===== config.mk =====
export PLATFORM = sky130hd
export DESIGN_NAME = piezo_tune_seq_flat
export DESIGN_NICKNAME = d
export VERILOG_FILES = /design/src/rtl/piezo_tune_if.sv /design/src/rtl/piezo_tune_seq.sv /design/src/flat_wrapper.sv
export SDC_FILE = /design/constraint.sdc
export NUM_CORES = 1
export LEC_CHECK = 0
export ABC_AREA = 0
export BUFFER_PORTS_ARGS = -buffer_cell sky130_fd_sc_hd__buf_2
export CORE_MARGIN = 2
export CORE_UTILIZATION = 68
export CTS_BUF_LIST = sky130_fd_sc_hd__clkbuf_16
export DETAILED_ROUTE_END_ITERATION = 12
export PLACE_DENSITY = 0.95
export SLEW_MARGIN = 20
export SYNTH_ARGS = -nofsm -noshare
export SYNTH_HDL_FRONTEND = slang
export SYNTH_SLANG_ARGS = --single-unit

===== constraint.sdc =====
create_clock -name clk -period 4.5 [get_ports clk]
set_input_delay 0.225 -clock clk [delete_from_list [all_inputs] [get_ports clk]]
set_output_delay 0.225 -clock clk [all_outputs]
set_load 0.01 [all_outputs]

===== src/rtl/piezo_tune_if.sv =====
`default_nettype none
// +----------------------------------------------------------------------+
// | piezo_tune_if : go/mode request and tone/status outputs of the       |
// |                 piezo tune sequencer.            Revision 1.0         |
// +----------------------------------------------------------------------+
interface piezo_tune_if;
  logic       go;
  logic [1:0] mode;
  logic       busy;
  logic       done;
  logic       piezo;
  logic       piezo_n;

  modport master (output go, output mode,
                  input  busy, input done, input piezo, input piezo_n);
  modport slave  (input  go, input mode,
                  output busy, output done, output piezo, output piezo_n);
endinterface
`default_nettype wire


===== src/rtl/piezo_tune_seq.sv =====
`default_nettype none
// +----------------------------------------------------------------------+
// | piezo_tune_seq : plays one of four note sequences on a complementary |
// |                  piezo pair.                     Revision 1.0         |
// +----------------------------------------------------------------------+
module piezo_tune_seq #(
  parameter int unsigned DUR_SHIFT = 0,
  parameter int unsigned HP_SHIFT  = 0,
  parameter int unsigned REPEATS   = 2
) (
  input  wire logic   clk,
  input  wire logic   rst,
  piezo_tune_if.slave bus
);

  localparam logic [1:0]  c_MODE_FANFARE = 2'b01;
  localparam logic [1:0]  c_MODE_ERROR   = 2'b10;
  localparam logic [1:0]  c_MODE_DONE    = 2'b11;
  localparam logic [25:0] c_DUR_2P22     = 26'd4194304;
  localparam logic [25:0] c_DUR_2P23     = 26'd8388608;
  localparam logic [25:0] c_DUR_2P25     = 26'd33554432;
  localparam logic [2:0]  c_REP_LAST     = 3'(REPEATS - 1);

  typedef enum logic [1:0] {
    S_IDLE = 2'd0,
    S_TONE = 2'd1,
    S_GAP  = 2'd2
  } state_t;

  state_t      state_q;
  logic [1:0]  mode_q;
  logic [2:0]  idx_q;
  logic [2:0]  rep_q;
  logic [25:0] dur_q;
  logic [13:0] hp_q;
  logic        busy_q;
  logic        done_q;
  logic        piezo_q;
  logic        piezo_n_q;

  // Duration counters load D-1 and count down, so a segment lasts exactly D cycles.
  function automatic logic [25:0] dur_m1(input logic [2:0] note, input logic err);
    logic [25:0] base;
    logic [25:0] eff;
    if (err) begin
      base = c_DUR_2P22;
    end else begin
      case (note)
        3'd3:    base = c_DUR_2P23 + c_DUR_2P22;
        3'd4:    base = c_DUR_2P22;
        3'd5:    base = c_DUR_2P25;
        default: base = c_DUR_2P23;
      endcase
    end
    eff = base >> DUR_SHIFT;
    return (eff == 26'd0) ? 26'd0 : eff - 26'd1;
  endfunction

  function automatic logic [13:0] hp_m1(input logic [2:0] note);
    logic [13:0] base;
    logic [13:0] eff;
    case (note)
      3'd0:      base = 14'd15944;
      3'd1:      base = 14'd11945;
      3'd2, 3'd4: base = 14'd9480;
      default:   base = 14'd7972;
    endcase
    eff = base >> HP_SHIFT;
    return (eff == 14'd0) ? 14'd0 : eff - 14'd1;
  endfunction

  logic        w_err_mode;
  logic        w_done_mode;
  logic        w_seg_end;
  logic        w_gap_next;
  logic [2:0]  w_note;
  logic [2:0]  w_next_idx;
  logic [13:0] w_hp_m1;
  logic [25:0] w_gap_m1;

  always_comb begin
    w_err_mode  = (mode_q == c_MODE_ERROR);
    w_done_mode = (mode_q == c_MODE_DONE);
    w_note      = w_err_mode ? 3'd0 : idx_q;
    w_hp_m1     = hp_m1(w_note);
    w_gap_m1    = dur_m1(3'd0, 1'b1);
    w_next_idx  = idx_q + 3'd1;
    case (mode_q)
      c_MODE_FANFARE: w_seg_end = (idx_q == 3'd2);
      c_MODE_ERROR:   w_seg_end = 1'b1;
      default:        w_seg_end = (idx_q == 3'd5);
    endcase
    // ERROR uses idx_q as a step counter: step 0 is followed by the gap.
    w_gap_next = (w_err_mode && (idx_q == 3'd0)) ||
                 (w_done_mode && (rep_q != c_REP_LAST));
  end

  always_ff @(posedge clk or posedge rst) begin
    if (rst) begin
      state_q   <= S_IDLE;
      mode_q    <= 2'b00;
      idx_q     <= 3'd0;
      rep_q     <= 3'd0;
      dur_q     <= 26'd0;
      hp_q      <= 14'd0;
      busy_q    <= 1'b0;
      done_q    <= 1'b0;
      piezo_q   <= 1'b0;
      piezo_n_q <= 1'b0;
    end else begin
      done_q <= 1'b0;
      case (state_q)
        S_IDLE: begin
          if (bus.go) begin
            state_q   <= S_TONE;
            mode_q    <= bus.mode;
            idx_q     <= 3'd0;
            rep_q     <= 3'd0;
            dur_q     <= dur_m1(3'd0, bus.mode == c_MODE_ERROR);
            hp_q      <= 14'd0;
            busy_q    <= 1'b1;
            piezo_q   <= 1'b0;
            piezo_n_q <= 1'b1;
          end
        end
        S_TONE: begin
          if (dur_q != 26'd0) begin
            dur_q <= dur_q - 26'd1;
            if (hp_q == w_hp_m1) begin
              hp_q      <= 14'd0;
              piezo_q   <= ~piezo_q;
              piezo_n_q <= ~piezo_n_q;
            end else begin
              hp_q <= hp_q + 14'd1;
            end
          end else if (!w_seg_end) begin
            idx_q     <= w_next_idx;
            dur_q     <= dur_m1(w_next_idx, w_err_mode);
            hp_q      <= 14'd0;
            piezo_q   <= 1'b0;
            piezo_n_q <= 1'b1;
          end else if (w_gap_next) begin
            state_q   <= S_GAP;
            dur_q     <= w_gap_m1;
            hp_q      <= 14'd0;
            piezo_q   <= 1'b0;
            piezo_n_q <= 1'b0;
          end else begin
            state_q   <= S_IDLE;
            busy_q    <= 1'b0;
            done_q    <= 1'b1;
            piezo_q   <= 1'b0;
            piezo_n_q <= 1'b0;
          end
        end
        S_GAP: begin
          if (dur_q != 26'd0) begin
            dur_q <= dur_q - 26'd1;
          end else begin
            state_q   <= S_TONE;
            idx_q     <= w_err_mode ? 3'd1 : 3'd0;
            dur_q     <= dur_m1(3'd0, w_err_mode);
            hp_q      <= 14'd0;
            piezo_q   <= 1'b0;
            piezo_n_q <= 1'b1;
            if (w_done_mode) begin
              rep_q <= rep_q + 3'd1;
            end
          end
        end
        default: begin
          state_q <= S_IDLE;
          busy_q  <= 1'b0;
        end
      endcase
    end
  end

  assign bus.busy    = busy_q;
  assign bus.done    = done_q;
  assign bus.piezo   = piezo_q;
  assign bus.piezo_n = piezo_n_q;

endmodule
`default_nettype wire


===== src/flat_wrapper.sv =====
// flat-port wrapper written by rule: the top's interface ports become plain ports
module piezo_tune_seq_flat 
#(
  parameter int unsigned DUR_SHIFT = 0,
  parameter int unsigned HP_SHIFT  = 0,
  parameter int unsigned REPEATS   = 2
)
  (clk, rst, bus_go, bus_mode, bus_busy, bus_done, bus_piezo, bus_piezo_n);
  piezo_tune_if bus_i ();
  input  wire logic clk;
  input  wire logic rst;
  input wire logic [$bits(bus_i.go)-1:0] bus_go;
  input wire logic [$bits(bus_i.mode)-1:0] bus_mode;
  output wire logic [$bits(bus_i.busy)-1:0] bus_busy;
  output wire logic [$bits(bus_i.done)-1:0] bus_done;
  output wire logic [$bits(bus_i.piezo)-1:0] bus_piezo;
  output wire logic [$bits(bus_i.piezo_n)-1:0] bus_piezo_n;
  assign bus_i.go = bus_go;
  assign bus_i.mode = bus_mode;
  assign bus_busy = bus_i.busy;
  assign bus_done = bus_i.done;
  assign bus_piezo = bus_i.piezo;
  assign bus_piezo_n = bus_i.piezo_n;
  piezo_tune_seq #(.DUR_SHIFT(DUR_SHIFT), .HP_SHIFT(HP_SHIFT), .REPEATS(REPEATS)) u_core (.clk(clk), .rst(rst), .bus(bus_i));
endmodule

* After elaboration in Yosys (flattened, before gate mapping) *
Index checks and enable logic that the tools add are counted.

word-level totals
  bits in writable memories = 0
  word-level logic and storage cells = 133
  memories kept = 0
  bits in latches = 0
  bits in read-only memories = 0
  flip-flop bits (word level) = 54

cells by class
  equality and inequality tests = 25
  div/mod/pow operators = 0
  multiplexer cells = 65
  $lt $le $gt $ge = 0
  add/subtract/negate cells = 8
  bitwise gates (word level) = 3
  reductions and logical operators = 22
  multipliers = 0
  shift-type cells = 0

operator list
  kind                     number
  $mux W26                 16
  $pmux W26 S3             2
  $sub A26 B1 Y26 const B  4
  $mux W14                 7
  $pmux W14 S3             2
  $logic_not A26 Y1        3
  $mux W24                 2
  $reduce_bool A26 Y1      1
  $mux W3                  7
  $mux W1                  17
  $reduce_and A4 Y1        4
  $add A14 B1 Y14 const B  1
  $eq A14 B14 Y1           1
  $logic_not A14 Y1        1
  $sub A14 B1 Y14 const B  1
  $eq A3 B3 Y1 const B     4
  $mux W2                  5
  $ne A2 B2 Y1 const B     5
  $reduce_and A5 Y1        2
  $eq A3 B2 Y1 const B     3
  $pmux W1 S3              3
  $pmux W3 S3              1
  $eq A2 B2 Y1 const B     4
  $add A3 B1 Y3 const B    2
  19 further kinds         25

* Logic depth before layout (Yosys ltp) *
  depth in word-level cells = 12
  gate-level depth with buffers = 13
  depth with buffers taken out = 11

* Least setup slack after synthesis *
OpenSTA, ideal clock, no wires.

  kind = register to register
  start point = register u_core.idx_q[2]
  end point = register u_core.dur_q[18]
  data required time = 4.379 ns
  cell stages (with the launch flop) = 12
  clock period less this slack = 2.798 ns
  arrival = 2.677 ns
  path slack = 1.702 ns
  cells stage by stage = dfrtp_1 -> clkbuf_1 -> inv_1 -> ha_1 -> a21boi_0 -> o21ai_0 -> ha_1 -> o21ai_0 -> or4_1 -> buf_2 -> a31o_2 -> a22o_1

on the way
  word-level cells in the longest chain between the ends = 12

ends and longest elaborated chain
  item                                                 RTL line               RTL
  start: declaration                                   piezo_tune_seq.sv:32   logic [2:0] idx_q;
  start signal: assignment                             piezo_tune_seq.sv:137  idx_q <= w_next_idx;
  start signal: assignment                             piezo_tune_seq.sv:161  idx_q <= w_err_mode ? 3'd1 : 3'd0;
  $add A3 B1 Y3                                        piezo_tune_seq.sv:87   w_next_idx = idx_q + 3'd1;
  $eq A3 B3 Y1 / $eq A3 B2 Y1 (equally long branches)  piezo_tune_seq.sv:48   case (note)
  $pmux W26 S3                                         piezo_tune_seq.sv:48
  $mux W26                                             piezo_tune_seq.sv:45   if (err) begin
  $mux W26                                             piezo_tune_seq.sv:136  end else if (!w_seg_end) begin
  $mux W26                                             piezo_tune_seq.sv:127  if (dur_q != 26'd0) begin
  $mux W26                                             piezo_tune_seq.sv:112  case (state_q)
  $logic_not A26 Y1                                    piezo_tune_seq.sv:56   return (eff == 26'd0) ? 26'd0 : eff - 26'd1;
  $mux W26                                             piezo_tune_seq.sv:56
  $mux W26                                             piezo_tune_seq.sv:136
  $mux W26                                             piezo_tune_seq.sv:127
  $pmux W26 S3                                         piezo_tune_seq.sv:112
  end signal: assignment                               piezo_tune_seq.sv:119  dur_q <= dur_m1(3'd0, bus.mode == c_MODE_ERROR);
  end signal: assignment                               piezo_tune_seq.sv:128  dur_q <= dur_q - 26'd1;
  end signal: assignment                               piezo_tune_seq.sv:138  dur_q <= dur_m1(w_next_idx, w_err_mode);
  end: declaration                                     piezo_tune_seq.sv:34   logic [25:0] dur_q;

Parallel ways exist; a longest one is shown, timed or not. The select of a mux whose other input is x is not followed.
A chain may end at the register's enable or synchronous reset.

* Worst setup path in the final report *
  start point = register u_core.dur_q[0]
  end point = register u_core.dur_q[18]

on the way
  word-level cells in the longest chain between the ends = 3

ends and longest elaborated chain
  item                                                           RTL line               RTL
  $sub A26 B1 Y26 / $reduce_bool A26 Y1 (equally long branches)  -
  $mux W26 (tied with other cells)                               piezo_tune_seq.sv:157  if (dur_q != 26'd0) begin
  $pmux W26 S3 / $reduce_and A3 Y1 (equally long branches)       -

Parallel ways exist; a longest one is shown, timed or not.

==> results.rst <==
.. list-table::
   :header-rows: 1

   * - Metric
     - Value
   * - Yosys warning count
     - 0
   * - Cell type of the slowest stage on the worst timing path
     - sky130_fd_sc_hd__or4_1
   * - Port-buffer cells
     - 8
   * - Leading cell type in the layout, fill and taps excluded
     - sky130_fd_sc_hd__dfrtp_1
   * - Multi-input combinational cell area
     - 0.00237 mm²
   * - Number of flops mapped to enable cells by yosys
     - 0
   * - Synth Instances
     - 459
   * - Unrepaired setup endpoints after global routing
     - no
   * - Aggregate global routing overflow
     - 0
   * - Worst setup slack after layout
     - 0.876 ns
   * - Total detailed-routing wirelength
     - 10.2 mm
   * - Dominant combinational cell family by area after synthesis
     - compound AO/OA/AOI/OAI gates
   * - Origin of the critical flop-to-flop path
     - u_core.dur_q[0]
   * - Total I/O pin count
     - 9
   * - Post-route fraction of the period consumed by the critical path
     - 0.805
   * - Pin count of the biggest net entering global routing
     - 55
   * - Max-capacitance violation count
     - 0
   * - Highest-count cells in the layout ignoring fill and taps
     - sky130_fd_sc_hd__dfrtp_1, sky130_fd_sc_hd__a21oi_1, sky130_fd_sc_hd__nor2_1
   * - Total core area
     - 0.00551 mm²
   * - Initial antenna violation count
     - 0
   * - Post-route clock skew
     - 0.00858 ns
   * - Fillers
     - 401
   * - Outcome
     - completed
   * - First-pass DRT Iterations
     - 5
   * - Maximum fanout count along the critical path
     - 19
   * - Overall track demand over capacity in global routing
     - 0.334
   * - Avg Vias per Cell
     - 7.27
   * - Starting density of the core
     - 0.707
   * - Register bit count reported by yosys
     - 54
   * - Fraction of synthesis flops using an asynchronous set or reset pin
     - 1.00
   * - Net count reported at finish
     - 469
   * - CP Cell Sequence
     - inv_1 > ha_1 > nor4b_2 > and4b_1 > nand3_1 > or4_1 > a31o_2 > a22o_1
   * - Fraction of the mapped netlist area in simple logic gates
     - 0.240
   * - Number of inserted diodes
     - 0
   * - Sequential element share of the synthesized area
     - 0.347
   * - Setup TNS
     - 0 ns
   * - Post-synthesis xor/xnor area fraction
     - 0.0293
   * - Clk_lat worst skew
     - 0.29 ns
   * - Worst path required time
     - 4.69 ns
   * - Wire length of the first global-routing pass
     - 16.6 mm
   * - Synth Area in Compound Gates
     - 0.268
   * - Bufs on Longest Clock Path
     - 2
   * - Number of clock sinks
     - 54
   * - Height of the die
     - 79.7 µm
   * - Vias
     - 3,800
   * - Worst VDD drop
     - 0.157 mV
   * - Critical Path Source Type
     - register
   * - Count of endpoints failing setup in the final report
     - 0
   * - Count of hold-fix buffers inserted at cts
     - 0
   * - Adder-cell share of the synthesized area
     - 0.0450
   * - Clock tree from TritonCTS
     - built
   * - Resized cells post-CTS
     - 0
   * - Setup bufs post-CTS
     - 0
   * - Area added between synthesis and finish
     - 4.79%
   * - Fraction of synthesized area in multiplexers
     - 0.0244
   * - Top achievable clock speed
     - 276 MHz
   * - Worst Setup End Kind
     - register
   * - Row Count
     - 27
   * - Tightest Pin Transition
     - 0.929 ns
   * - Depth of the worst register-to-register path
     - 8
   * - DRT iter0 DRCs
     - 478
   * - Hpwl dp
     - 6.95 mm
   * - Max H-tree Level
     - 2
   * - Remaining DRCs
     - 0
   * - Grt met3 use
     - 0.0577
   * - Commonest register cell after synthesis
     - sky130_fd_sc_hd__dfrtp_1
   * - Critical path class
     - register to register
   * - Met1 capacity usage during global routing
     - 0.482
   * - Worst R2R End
     - u_core.dur_q[18]
   * - Area of the die
     - 0.00635 mm²
   * - Horiz. Die Dim
     - 79.7 µm
   * - Setup slack, reg-to-reg
     - 0.88 ns
   * - Total placed instance area
     - 0.00393 mm²
   * - Worst slack at placement
     - 0.979 ns
   * - HP Class
     - input port to async pin
   * - Leak
     - 1.72 nW
   * - Max-slew headroom
     - 0.375
   * - WL per Instance
     - 19.5 µm
   * - Endpoint arrival time on the critical path
     - 3.81 ns
   * - Residual antenna-violating net count after detailed routing
     - 0
   * - Syn_nets
     - 478
   * - Count of pins over their slew limit
     - 0
   * - Clock-pin slew on the worst setup and hold paths
     - 0.07 ns
   * - Fraction of final layout cells with drive strength greater than 1
     - 0.0798
   * - Library cells used by synthesis
     - 72
   * - Mean area per synthesized cell
     - 8.48 µm²
   * - Power per Cell Area
     - 214 mW/mm²
   * - Routability cong.
     - 0.975
   * - Sequential standard cell area
     - 0.00135 mm²
   * - Number of CTS-inserted buffers
     - 5
   * - Post-route cell area
     - 0.00408 mm²
   * - Total power
     - 0.872 mW
   * - Layer with the highest usage
     - met2
   * - Worst-case hold slack
     - 0.0914 ns
   * - Final hold vios
     - 0
   * - Met2 Use GR
     - 0.486
   * - Area of the mapped netlist
     - 0.00389 mm²
   * - Number of global-route vias before repair
     - 3,437
   * - Master cell of the clock root buffer
     - sky130_fd_sc_hd__clkbuf_16
   * - Delay of the slowest cell on the worst path
     - 0.93 ns
   * - Final min period
     - 3.62 ns
## worst max-delay path: cells and delay by family (launching register included)
family,cells,cell delay (ns)
AOI/OAI and AO/OA,2,0.59
adders and majority gates,1,0.21
buffers and inverters,1,0.09
DFF,1,0.41
and+or+nand+nor,4,2.21
## report_power, final
part | switching [mW] | internal, mW | leakage, nW
clock | 0.170 | 0.202 | 0.0724
sequential | 0.000760 | 0.486 | 0.710
combinational | 0.0117 | 0.00240 | 0.940
total | 0.182 | 0.690 | 1.72
## layout make-up
type,instances,share of cell area
multi-input cells,359,0.581
flip-flops and latches,54,0.331
clock buffers,5,0.0307
well taps,72,0.0221
inverters,20,0.0187
repair buffers,10,0.0135
clock inverters,3,0.00307
## layer usage
metal / vias up / routed length, µm
met2: 254 / 4570
met4: 0 / 369
met1: 1774 / 4220
met5: - / 0
met3: 51 / 1010
li1: 1721 / -
## cells in the mapped netlist (5+ instances only)
cell type                   instances  share of area
sky130_fd_sc_hd__dfrtp_1           54           0.35
sky130_fd_sc_hd__a21oi_1           36          0.046
sky130_fd_sc_hd__nor2_1            35          0.034
sky130_fd_sc_hd__nand2_1           33          0.032
sky130_fd_sc_hd__o21ai_0           30          0.039
sky130_fd_sc_hd__nand3_1           25          0.032
sky130_fd_sc_hd__clkbuf_1          19          0.018
sky130_fd_sc_hd__inv_1             18          0.017
sky130_fd_sc_hd__a31oi_1           14          0.022
sky130_fd_sc_hd__ha_1              14          0.045
sky130_fd_sc_hd__nor3_1            11          0.014
sky130_fd_sc_hd__nand2b_1          10          0.016
sky130_fd_sc_hd__xnor2_1           10          0.022
sky130_fd_sc_hd__a211oi_1           7          0.014
sky130_fd_sc_hd__nand4_1            7          0.011
sky130_fd_sc_hd__o211ai_1           7          0.014
sky130_fd_sc_hd__or3_1              7          0.011
sky130_fd_sc_hd__or4_1              7          0.014
sky130_fd_sc_hd__nor4_1             6         0.0096
sky130_fd_sc_hd__a2111oi_0          5          0.011
sky130_fd_sc_hd__and3_1             5         0.0080
sky130_fd_sc_hd__mux2i_1            5          0.013
sky130_fd_sc_hd__nor2b_1            5         0.0080
## sequential cells by signal, summed over array words and instances, names as in the netlist
signal	cells
u_core.dur_q	26
u_core.hp_q	14
u_core.idx_q	3
u_core.rep_q	3
u_core.mode_q	2
u_core.state_q	2
u_core.bus.busy	1
u_core.bus.done	1
u_core.bus.piezo	1
u_core.bus.piezo_n	1
## how the worst max path moves through the flow
stage,startpoint,slack (ns),to
after floorplan,u_core.idx_q[2],1.70,u_core.dur_q[18]
after global placement,u_core.dur_q[0],1.09,u_core.dur_q[18]
after detailed placement,u_core.dur_q[0],0.98,u_core.dur_q[18]
after CTS,u_core.dur_q[0],0.96,u_core.dur_q[18]
after global routing,u_core.dur_q[0],0.67,u_core.hp_q[6]
final,u_core.dur_q[0],0.88,u_core.dur_q[18]
## kinds of logic after synthesis
| logic type | Yosys count |
|---|---|
| mux | 9 |
| buf+inv | 46 |
| compound gates | 150 |
| simple gates | 173 |
| xor+xnor | 13 |
| fa+ha+maj | 14 |
| flops | 54 |
## metrics by stage
| stage | cells | util |
|---|---|---|
| after floorplan | 459 | - |
| after global placement | 515 | 0.714 |
| after detailed placement | 515 | 0.714 |
| after CTS | 523 | 0.739 |
| after global routing | 523 | 0.741 |
| final | 523 | 0.741 |
No activity file was read; power rests on OpenSTA's default activity.
